`config.mk`:
```
export PLATFORM = sky130hd
export DESIGN_NAME = vga_sync_timer_flat
export DESIGN_NICKNAME = d
export VERILOG_FILES = /design/src/rtl/vga_sync_timer_if.sv /design/src/rtl/vga_sync_timer.sv /design/src/flat_wrapper.sv
export SDC_FILE = /design/constraint.sdc
export NUM_CORES = 1
export LEC_CHECK = 0
export CORE_MARGIN = 2
export CORE_UTILIZATION = 46
export CTS_BUF_LIST = sky130_fd_sc_hd__clkbuf_4
export CTS_CLUSTER_DIAMETER = 50
export DETAILED_ROUTE_END_ITERATION = 10
export PLACE_DENSITY = 0.82
export SYNTH_ARGS = -nofsm -noshare
export SYNTH_HDL_FRONTEND = slang
export SYNTH_SLANG_ARGS = --single-unit
```
`constraint.sdc`:
```
create_clock -name clk -period 2.2 [get_ports clk]
set_clock_uncertainty 0.2 [all_clocks]
set_input_delay 0.33 -clock clk [delete_from_list [all_inputs] [get_ports clk]]
set_output_delay 0.33 -clock clk [all_outputs]
set_load 0.1 [all_outputs]
```
`src/rtl/vga_sync_timer_if.sv`:
```
// Raster timing bundle: syncs, visible window, coordinates, event strobes, frame count.
// The timer drives it through the master modport; pattern/animation logic reads it through the slave modport.
interface vga_sync_timer_if;
    logic       hsync;
    logic       vsync;
    logic       display_on;
    logic [9:0] hpos;
    logic [9:0] vpos;
    logic       line_start;
    logic       frame_start;
    logic       vblank_start;
    logic [7:0] frame_count;

    modport master (
        output hsync, vsync, display_on, hpos, vpos,
               line_start, frame_start, vblank_start, frame_count
    );

    modport slave (
        input  hsync, vsync, display_on, hpos, vpos,
               line_start, frame_start, vblank_start, frame_count
    );
endinterface

```
`src/rtl/vga_sync_timer.sv`:
```
// Free-running VGA raster timer: hpos/vpos/frame_count are registers, everything else decodes them combinationally.
// Zero latency between coordinates and decoded outputs; no backpressure, the raster never stalls.
module vga_sync_timer #(
    parameter int H_DISPLAY = 640,
    parameter int H_FRONT   = 16,
    parameter int H_SYNC    = 96,
    parameter int H_BACK    = 48,
    parameter int V_DISPLAY = 480,
    parameter int V_FRONT   = 10,
    parameter int V_SYNC    = 2,
    parameter int V_BACK    = 33,
    parameter bit SYNC_POL  = 1'b0
) (
    input  logic          clk,
    input  logic          reset,
    vga_sync_timer_if.master vga
);

    localparam int H_TOTAL = H_DISPLAY + H_FRONT + H_SYNC + H_BACK;
    localparam int V_TOTAL = V_DISPLAY + V_FRONT + V_SYNC + V_BACK;

    localparam logic [9:0] H_LAST   = 10'(H_TOTAL - 1);
    localparam logic [9:0] V_LAST   = 10'(V_TOTAL - 1);
    localparam logic [9:0] H_VIS    = 10'(H_DISPLAY);
    localparam logic [9:0] V_VIS    = 10'(V_DISPLAY);
    localparam logic [9:0] HS_FIRST = 10'(H_DISPLAY + H_FRONT);
    localparam logic [9:0] HS_LAST  = 10'(H_DISPLAY + H_FRONT + H_SYNC - 1);
    localparam logic [9:0] VS_FIRST = 10'(V_DISPLAY + V_FRONT);
    localparam logic [9:0] VS_LAST  = 10'(V_DISPLAY + V_FRONT + V_SYNC - 1);

    logic [9:0] hpos_q;
    logic [9:0] vpos_q;
    logic [7:0] frame_count_q;

    logic h_wrap;
    logic v_wrap;
    logic hsync_act;
    logic vsync_act;

    assign h_wrap = (hpos_q == H_LAST);
    assign v_wrap = (vpos_q == V_LAST);

    // A mid-frame reset discards the partial frame: no count is credited for it.
    always_ff @(posedge clk) begin
        if (reset) begin
            hpos_q        <= '0;
            vpos_q        <= '0;
            frame_count_q <= '0;
        end else if (h_wrap) begin
            hpos_q <= '0;
            if (v_wrap) begin
                vpos_q        <= '0;
                frame_count_q <= frame_count_q + 8'd1;
            end else begin
                vpos_q <= vpos_q + 10'd1;
            end
        end else begin
            hpos_q <= hpos_q + 10'd1;
        end
    end

    // vsync depends on vpos only, so it spans whole lines and toggles at hpos==0.
    assign hsync_act = (hpos_q >= HS_FIRST) && (hpos_q <= HS_LAST);
    assign vsync_act = (vpos_q >= VS_FIRST) && (vpos_q <= VS_LAST);

    assign vga.hpos        = hpos_q;
    assign vga.vpos        = vpos_q;
    assign vga.frame_count = frame_count_q;

    assign vga.hsync        = (hsync_act && !reset) ? SYNC_POL : ~SYNC_POL;
    assign vga.vsync        = (vsync_act && !reset) ? SYNC_POL : ~SYNC_POL;
    assign vga.display_on   = !reset && (hpos_q < H_VIS) && (vpos_q < V_VIS);
    assign vga.line_start   = !reset && (hpos_q == 10'd0);
    assign vga.frame_start  = !reset && (hpos_q == 10'd0) && (vpos_q == 10'd0);
    assign vga.vblank_start = !reset && (hpos_q == 10'd0) && (vpos_q == V_VIS);

endmodule

```
`src/flat_wrapper.sv`:
```
// flat-port wrapper written by rule: the top's interface ports become plain ports
module vga_sync_timer_flat 
#(
    parameter int H_DISPLAY = 640,
    parameter int H_FRONT   = 16,
    parameter int H_SYNC    = 96,
    parameter int H_BACK    = 48,
    parameter int V_DISPLAY = 480,
    parameter int V_FRONT   = 10,
    parameter int V_SYNC    = 2,
    parameter int V_BACK    = 33,
    parameter bit SYNC_POL  = 1'b0
)
  (clk, reset, vga_hsync, vga_vsync, vga_display_on, vga_hpos, vga_vpos, vga_line_start, vga_frame_start, vga_vblank_start, vga_frame_count);
  vga_sync_timer_if vga_i ();
  input  logic clk;
  input  logic reset;
  output wire logic [$bits(vga_i.hsync)-1:0] vga_hsync;
  output wire logic [$bits(vga_i.vsync)-1:0] vga_vsync;
  output wire logic [$bits(vga_i.display_on)-1:0] vga_display_on;
  output wire logic [$bits(vga_i.hpos)-1:0] vga_hpos;
  output wire logic [$bits(vga_i.vpos)-1:0] vga_vpos;
  output wire logic [$bits(vga_i.line_start)-1:0] vga_line_start;
  output wire logic [$bits(vga_i.frame_start)-1:0] vga_frame_start;
  output wire logic [$bits(vga_i.vblank_start)-1:0] vga_vblank_start;
  output wire logic [$bits(vga_i.frame_count)-1:0] vga_frame_count;
  assign vga_hsync = vga_i.hsync;
  assign vga_vsync = vga_i.vsync;
  assign vga_display_on = vga_i.display_on;
  assign vga_hpos = vga_i.hpos;
  assign vga_vpos = vga_i.vpos;
  assign vga_line_start = vga_i.line_start;
  assign vga_frame_start = vga_i.frame_start;
  assign vga_vblank_start = vga_i.vblank_start;
  assign vga_frame_count = vga_i.frame_count;
  vga_sync_timer #(.H_DISPLAY(H_DISPLAY), .H_FRONT(H_FRONT), .H_SYNC(H_SYNC), .H_BACK(H_BACK), .V_DISPLAY(V_DISPLAY), .V_FRONT(V_FRONT), .V_SYNC(V_SYNC), .V_BACK(V_BACK), .SYNC_POL(SYNC_POL)) u_core (.clk(clk), .reset(reset), .vga(vga_i));
endmodule
```
==> Word-level counts from Yosys, hierarchy flattened <==
Cells that the tools add are included.
{ "word_totals": {"output_inout_bits": 34, "inputBits": 2, "wordCells": 32, "ff_bits": 28} }
{ "op_classes": {"n_eq_ne": 3, "reduce_logical": 14, "n_mux": 3, "addsub": 3, "n_lt_le_gt_ge": 6} }
{ "ops": {"columns": ["op", "n"], "rows": [
  ["$add 10x1->10 const B", 2],
  ["$eq 10x10->1 const B", 2],
  ["$logic_not 10->1", 2],
  ["$eq 10x9->1 const B", 1],
  ["$ge 10x10->1 const B", 1],
  ["$ge 10x9->1 const B", 1],
  ["$le 10x10->1 const B", 1],
  ["$le 10x9->1 const B", 1],
  ["$lt 10x10->1 const B", 1],
  ["$lt 10x9->1 const B", 1],
  ["$mux 10", 1],
  ["$logic_and 1x1->1", 9],
  ["$add 8x1->8 const B", 1],
  ["$mux 1", 2],
  ["$reduce_and 2->1", 1],
  ["$reduce_or 2->1", 1],
  ["$logic_not 1->1", 1]
]} }

==> Logic depth before layout (Yosys ltp) <==
{ "logic_depth": {"depth_word": 4, "ltp_mapped": 7, "depth_no_buf": 6} }

==> Least setup slack after synthesis <==
Ideal clock, no wire load.
{ "synth_timing": {"kind": "register -> output", "from": "reg u_core.hpos_q[2] (netlist: u_core.vga.hpos[2])", "to": "out vga_vblank_start", "setup_slack_ns": -3.085, "path_stages_with_launch": 6, "n_path_buf": 1, "arrival_ns": 4.755, "cell_sequence": "dfxtp_1 -> buf_2 -> nor4_1 -> nand4_1 -> or2_2 -> nor4b_1"} }
{ "synth_via": {"elab_chain_cells": 3} }
{ "synth_lines": {"columns": ["element", "line", "rtl"], "rows": [
  ["start: declaration", "vga_sync_timer.sv:31", "logic [9:0] hpos_q;"],
  ["start signal: assignment", "vga_sync_timer.sv:58", "hpos_q <= hpos_q + 10'd1;"],
  ["$logic_not 10->1", "vga_sync_timer.sv:75", "assign vga.vblank_start = !reset && (hpos_q == 10'd0) && (vpos_q == V_VIS);"],
  ["$logic_and 1x1->1 (2 in series)", "vga_sync_timer.sv:75", null],
  ["end: declaration", "flat_wrapper.sv:25", "output wire logic [$bits(vga_i.vblank_start)-1:0] vga_vblank_start;"]
]} }
Every way passes these cells.

==> Worst setup path after layout <==
{ "layout_timing": {"from": "reg u_core.hpos_q[3] (netlist: u_core.vga.hpos[3])", "to": "out vga_frame_start"} }
{ "layout_via": {"elab_chain_cells": 3} }
{ "layout_lines": {"columns": ["element", "line", "rtl"], "rows": [
  ["$logic_not 10->1", "vga_sync_timer.sv:74", "assign vga.frame_start = !reset && (hpos_q == 10'd0) && (vpos_q == 10'd0);"],
  ["$logic_and 1x1->1 (2 in series)", "vga_sync_timer.sv:74", null],
  ["end: declaration", "flat_wrapper.sv:24", "output wire logic [$bits(vga_i.frame_start)-1:0] vga_frame_start;"]
]} }
Every way passes these cells.

==> summary.txt <==
Cells and area
  • Area Overhead vs Synth: 48.8%
  • Diode count: 0
  • Final Util: 0.723
  • Final Non-Filler Cells: between 200 and 300
  • Layout cell share with drive strength beyond 1: 0.448
  • Total Nets Final: 230
  • Final Cell Area: around 0.0022 sq mm

STA
  • Fin crit share: 1.11
  • Setup slack after layout: -0.245 ns
  • Fin. max-slew vios: 0
  • Final hold viol count: 0
  • Final setup fails: 2
  • F_max: ~0.4 GHz
  • RSZ-0062 raised after global routing: yes
  • Slew of the pin with the lowest slew margin: 0.311 ns
  • Slew Limit Headroom: 0.791
  • Crit path time final: about 2.4 ns

Run status
  • Failing checks: negative setup slack
  • Status: finished, violations left

Drt
  • WL final: approximately 4.2 mm
  • Drt first-iter violations: 81
  • Avg WL per Cell: approximately 16 um
  • Residual DRC: 0
  • Via Count: roughly 1,600
  • DRT Pass-1 Iters: 4
  • DRT antenna net count: 0
  • Vias per cell: a little under 6

CTS
  • Clock root buffer: clkbuf_4
  • Cts bufs inserted: 3
  • Clock-pin transition on the worst setup and hold timing paths: around 0.15 ns
  • Max clock buf depth: 2
  • CTS Sinks: 28
  • CTS Hold Bufs: 0
  • Htree depth: 1
  • CTS tree: built
  • Clk_lat worst skew: between 0.3 and 0.4 ns

Placed design
  • Final HPWL DP: just under 3 mm
  • I/O Buffers: 35
  • Pre-CTS setup slack: -0.312 ns
  • DP Area: ~0.0021 sq mm
  • Placed cells: around 260
  • Routability Congestion: approximately 0.85

Worst hold path
  • Min-delay worst type: flop to flop
  • Hold path startpoint: u_core.vga.hpos[0]

Synthesis
  • Synth Warn #: 0
  • Syn Area/Cell: between 8 and 9 sq um
  • Syn_nets: roughly 180
  • Synth cell types: 32
  • Post-Synthesis Cell Area: roughly 0.0015 sq mm
  • Yosys reg bits: 28
  • Post-synthesis sequential area ratio: 0.378
  • Cell count after synthesis: 176

Die
  • Rows: 20
  • Die area: 0.00370 sq mm
  • Die X: between 60 and 70 um
  • I/O pins: 36
  • Core footprint: 0.00305 sq mm
  • Chip height: ~61 um
  • Initial core utilization: 0.486

Worst setup path
  • Worst Setup End Kind: primary output
  • Crit path max fanout: 2
  • Critical R2R Launch: u_core.vga.hpos[6]
  • Worst Path Arrival: roughly 1.9 ns
  • Worst Path Required: ~1.7 ns
  • Crit start category: flop
  • CP Launch Point: u_core.vga.hpos[3]
  • Crit path kind: flop to primary output

Pwr
  • Pleak: ~0.84 nW
  • Pwr Total: between 0.9 and 1 mW
  • Worst vdd ir: ~0.34 mV
  • Pwr Density: about 410 mW/mm^2

GRT
  • Largest net degree at the start of global routing: 24
  • Initial antenna violation count: 0
  • GRT Overall Usage: 0.237
  • GR Overflow Total: 0
  • Number of global-route vias before repair: 1,436
  • First-pass GRT wire length: approximately 6.6 mm

Run
  • Max-Cap Viols: 0
## critical path, stage by stage, from the launching register on
cell and delay (ns):
dfxtp_4 0.38, nor4_4 0.25, nand4_1 0.15, or2_4 0.28, buf_6 0.12, nor4_4 0.19, buf_12 0.22
## placed cells by master, fill, tap and decap left out, drive strengths merged
cell           instances
buf                   47
dfxtp                 28
nand3                 13
a21oi                 12
nor2                  11
nand2                 11
nor3                  11
or4                   10
nand4                  9
inv                    8
o31ai                  8
xnor2                  7
nor4                   7
xor2                   6
ha                     6
or3                    5
o21ai                  4
and3                   4
clkbuf                 3
or2                    2
o2111ai                1
nor2b                  1
nor4b                  1
nand4b                 1
mux2i                  1
a31oi                  1
and4                   1
clkinv                 1
clkdlybuf4s50          1
## flip-flops by register name, summed over array words and instances, names as in the netlist
signal,count
u_core.vga.hpos,10
u_core.vga.vpos,10
u_core.vga.frame_count,8
## power by group
group	total, mW	switching, mW	internal [mW]
clock network	0.215	0.149	0.0665
logic	0.177	0.123	0.0539
registers	0.510	0.0128	0.497
total	0.902	0.285	0.618
## stage by stage
step	hold WS [ns]	TNS, ns
floorplan	0.199	-1.32
global placement	0.258	-0.520
detailed placement	0.276	-0.536
CTS	0.297	-0.555
global route	0.311	-0.742
finish	0.293	-0.447
## metal layers
layer	track usage	wire length (um)	up-vias
li1	-	-	746
met1	0.304	1780	759
met2	0.390	2100	45
met3	0.0299	160	12
met4	0.124	109	0
met5	0	0	-
## Yosys cell counts, drive strengths merged
master	instances	area share
nor4	7	0.030
ha	6	0.051
inv	8	0.020
and3	4	0.017
nor3	11	0.040
nand3	13	0.044
o21ai	4	0.013
nor4b	1	0.0059
or3	4	0.017
nor2b	1	0.0042
nand2	11	0.028
nand4b	1	0.016
mux2i	1	0.0067
dfxtp	28	0.38
xnor2	7	0.041
buf	2	0.011
or4	10	0.056
nand4	9	0.038
clkbuf	6	0.015
or2	2	0.0084
xor2	6	0.035
o31ai	8	0.040
a21oi	12	0.040
a31oi	1	0.0042
and4	1	0.0059
nor2	11	0.028
o2111ai	1	0.0059
## cells by family (layout without fill, tap and decap cells)
family,Yosys count,count (layout),synth area share
simple gates,86,87,0.337
flops,28,28,0.378
compound gates,26,26,0.105
buf+inv,16,60,0.0464
xor+xnor,13,13,0.0767
fa+ha+maj,6,6,0.0506
mux,1,1,0.00675
## final timing paths
kind | end | slack [ns] | cells after the start
hold reg to reg | u_core.vga.hpos[0] | 0.29 | 1
hold / removal | u_core.vga.hpos[0] | 0.29 | 1
setup reg to reg | u_core.vga.vpos[7] | 0.06 | 4
setup / recovery | vga_frame_start | -0.24 | 6
## timing repair
action                                  CTS  global route
resized for setup                         2            10
cloned                                    0             1
setup buffers                             3             0
endpoints found under the setup margin    4            10
pin swaps                                 4             5
## final cells by class
| type | instances | area (sq um) |
|---|---|---|
| timing repair buffer | 48 | 454 |
| fill | 245 | 845 |
| clock buffer | 3 | 22.5 |
| sequential | 28 | 634 |
| inverter | 8 | 30.0 |
| tap | 44 | 55.1 |
| clock inverter | 1 | 3.75 |
| multi-input combinational | 133 | 1010 |
Power figures use the tool's default switching activity.
==> RTL change, RTL diff (config.mk and constraints unchanged) <==
`SYNC_POL` is set to 1'b0 in 2 places; all go to 1'b1.
--- a/src/rtl/vga_sync_timer.sv
+++ b/src/rtl/vga_sync_timer.sv
@@ -11,3 +11,3 @@
     parameter int V_BACK    = 33,
-    parameter bit SYNC_POL  = 1'b0
+    parameter bit SYNC_POL  = 1'b1
 ) (
--- a/src/flat_wrapper.sv
+++ b/src/flat_wrapper.sv
@@ -11,3 +11,3 @@
     parameter int V_BACK    = 33,
-    parameter bit SYNC_POL  = 1'b0
+    parameter bit SYNC_POL  = 1'b1
 )
Behaviour: not the same (a bounded check fails within 4 cycles, from zero or initial values and one cycle with reset high).
==> RTL change against the unedited design <==
  * The run still ends with setup timing left
  * Wire length grew 6.5%
  * Non-clock buffer count up 12
  * Critical path depth unchanged
  * First-iteration DRC count increased by 4.9%
  * Power grew 15%
  * Worst setup slack better by 0.026 ns
  * Design area grew 6.1%
  * Sequential cell count unchanged
  * Synthesized area increased by 3.5%
  * Critical path type unchanged
  * Largest power group unchanged
==> RTL change: results (changes against the unedited design) <==
Min-delay src: reset
Pre-CTS setup slack: -0.295 ns (+0.0162 ns)
All-Layer GR Usage: 23.6% (-0.17 points)
Met2 track utilization from global routing: 42.4% (+3.4 points)
Max_slew headroom: 71.9% (-7.2 points)
Violated checks: setup timing
Worst setup margin: -0.219 ns (+0.0263 ns)
Compound-Gate Fraction of Synth Area: 11.1% (+0.62 points)
Max rail drop VDD: 0.000254 V (-26%)
Crit Reg-Reg Endpoint: u_core.vga.frame_count[7]$_SDFFE_PP0P_
Buffering overhead: 23.0% (+2.4 points)
Xor/xnor cell area share of the yosys netlist: 5.70% (-2.0 points)
Sequential cell area share: 27.1% (-1.6 points)
Vias/cell: 5.86 (-0.57%)
Layout cell share with drive strength beyond 1: 46.6% (+1.8 points)
Unique masters post-synth: 39 (+22%)
Number of non-clock buffers in the layout: 60 (+25%)
Largest net degree at the start of global routing: 17 (-29%)
Net count of the finished layout: 245 (+6.5%)
Final setup viols: 2 (unchanged)
Grt met3 use: 2.48% (-0.50 points)
Met1 Resource Use GR: 29.1% (-1.3 points)
Hold path endpoint: u_core.vga.hpos[6]$_SDFF_PP0_
DR vias: 1,641 (+5.1%)
Status: finished, violations left
Hold depth: 4 (+3)
Path depth of the worst reg2reg path: 6 (+2)
-- RTL change: through the flow --
stage / setup TNS, ns / hold WS (ns) / cell area [um^2]
global route: -0.601 / 0.249 / 2340
CTS: -0.463 / 0.287 / 2310
global placement: -0.431 / 0.261 / 2150
finish: -0.422 / 0.241 / 2340
floorplan: -1.54 / 0.303 / 1710
detailed placement: -0.545 / 0.265 / 2150
-- RTL change: power by group through the flow --
stage | combinational, mW | clock, mW | sequential, mW
2_1_floorplan | 0.0808 | 0 | 0.562
3_3_place_gp | 0.172 | 0 | 0.520
3_5_place_dp | 0.175 | 0 | 0.520
4_1_cts | 0.187 | 0.348 | 0.507
5_1_grt | 0.193 | 0.365 | 0.509
6_report | 0.186 | 0.349 | 0.507
-- RTL change: repair_timing --
action                     4_1_cts  5_1_grt
pin swaps                        8        5
gates cloned                     0        1
setup buffers                   10        0
setup endpoints to repair       10       12
resized for setup                6        8
hold buffers                     0        0
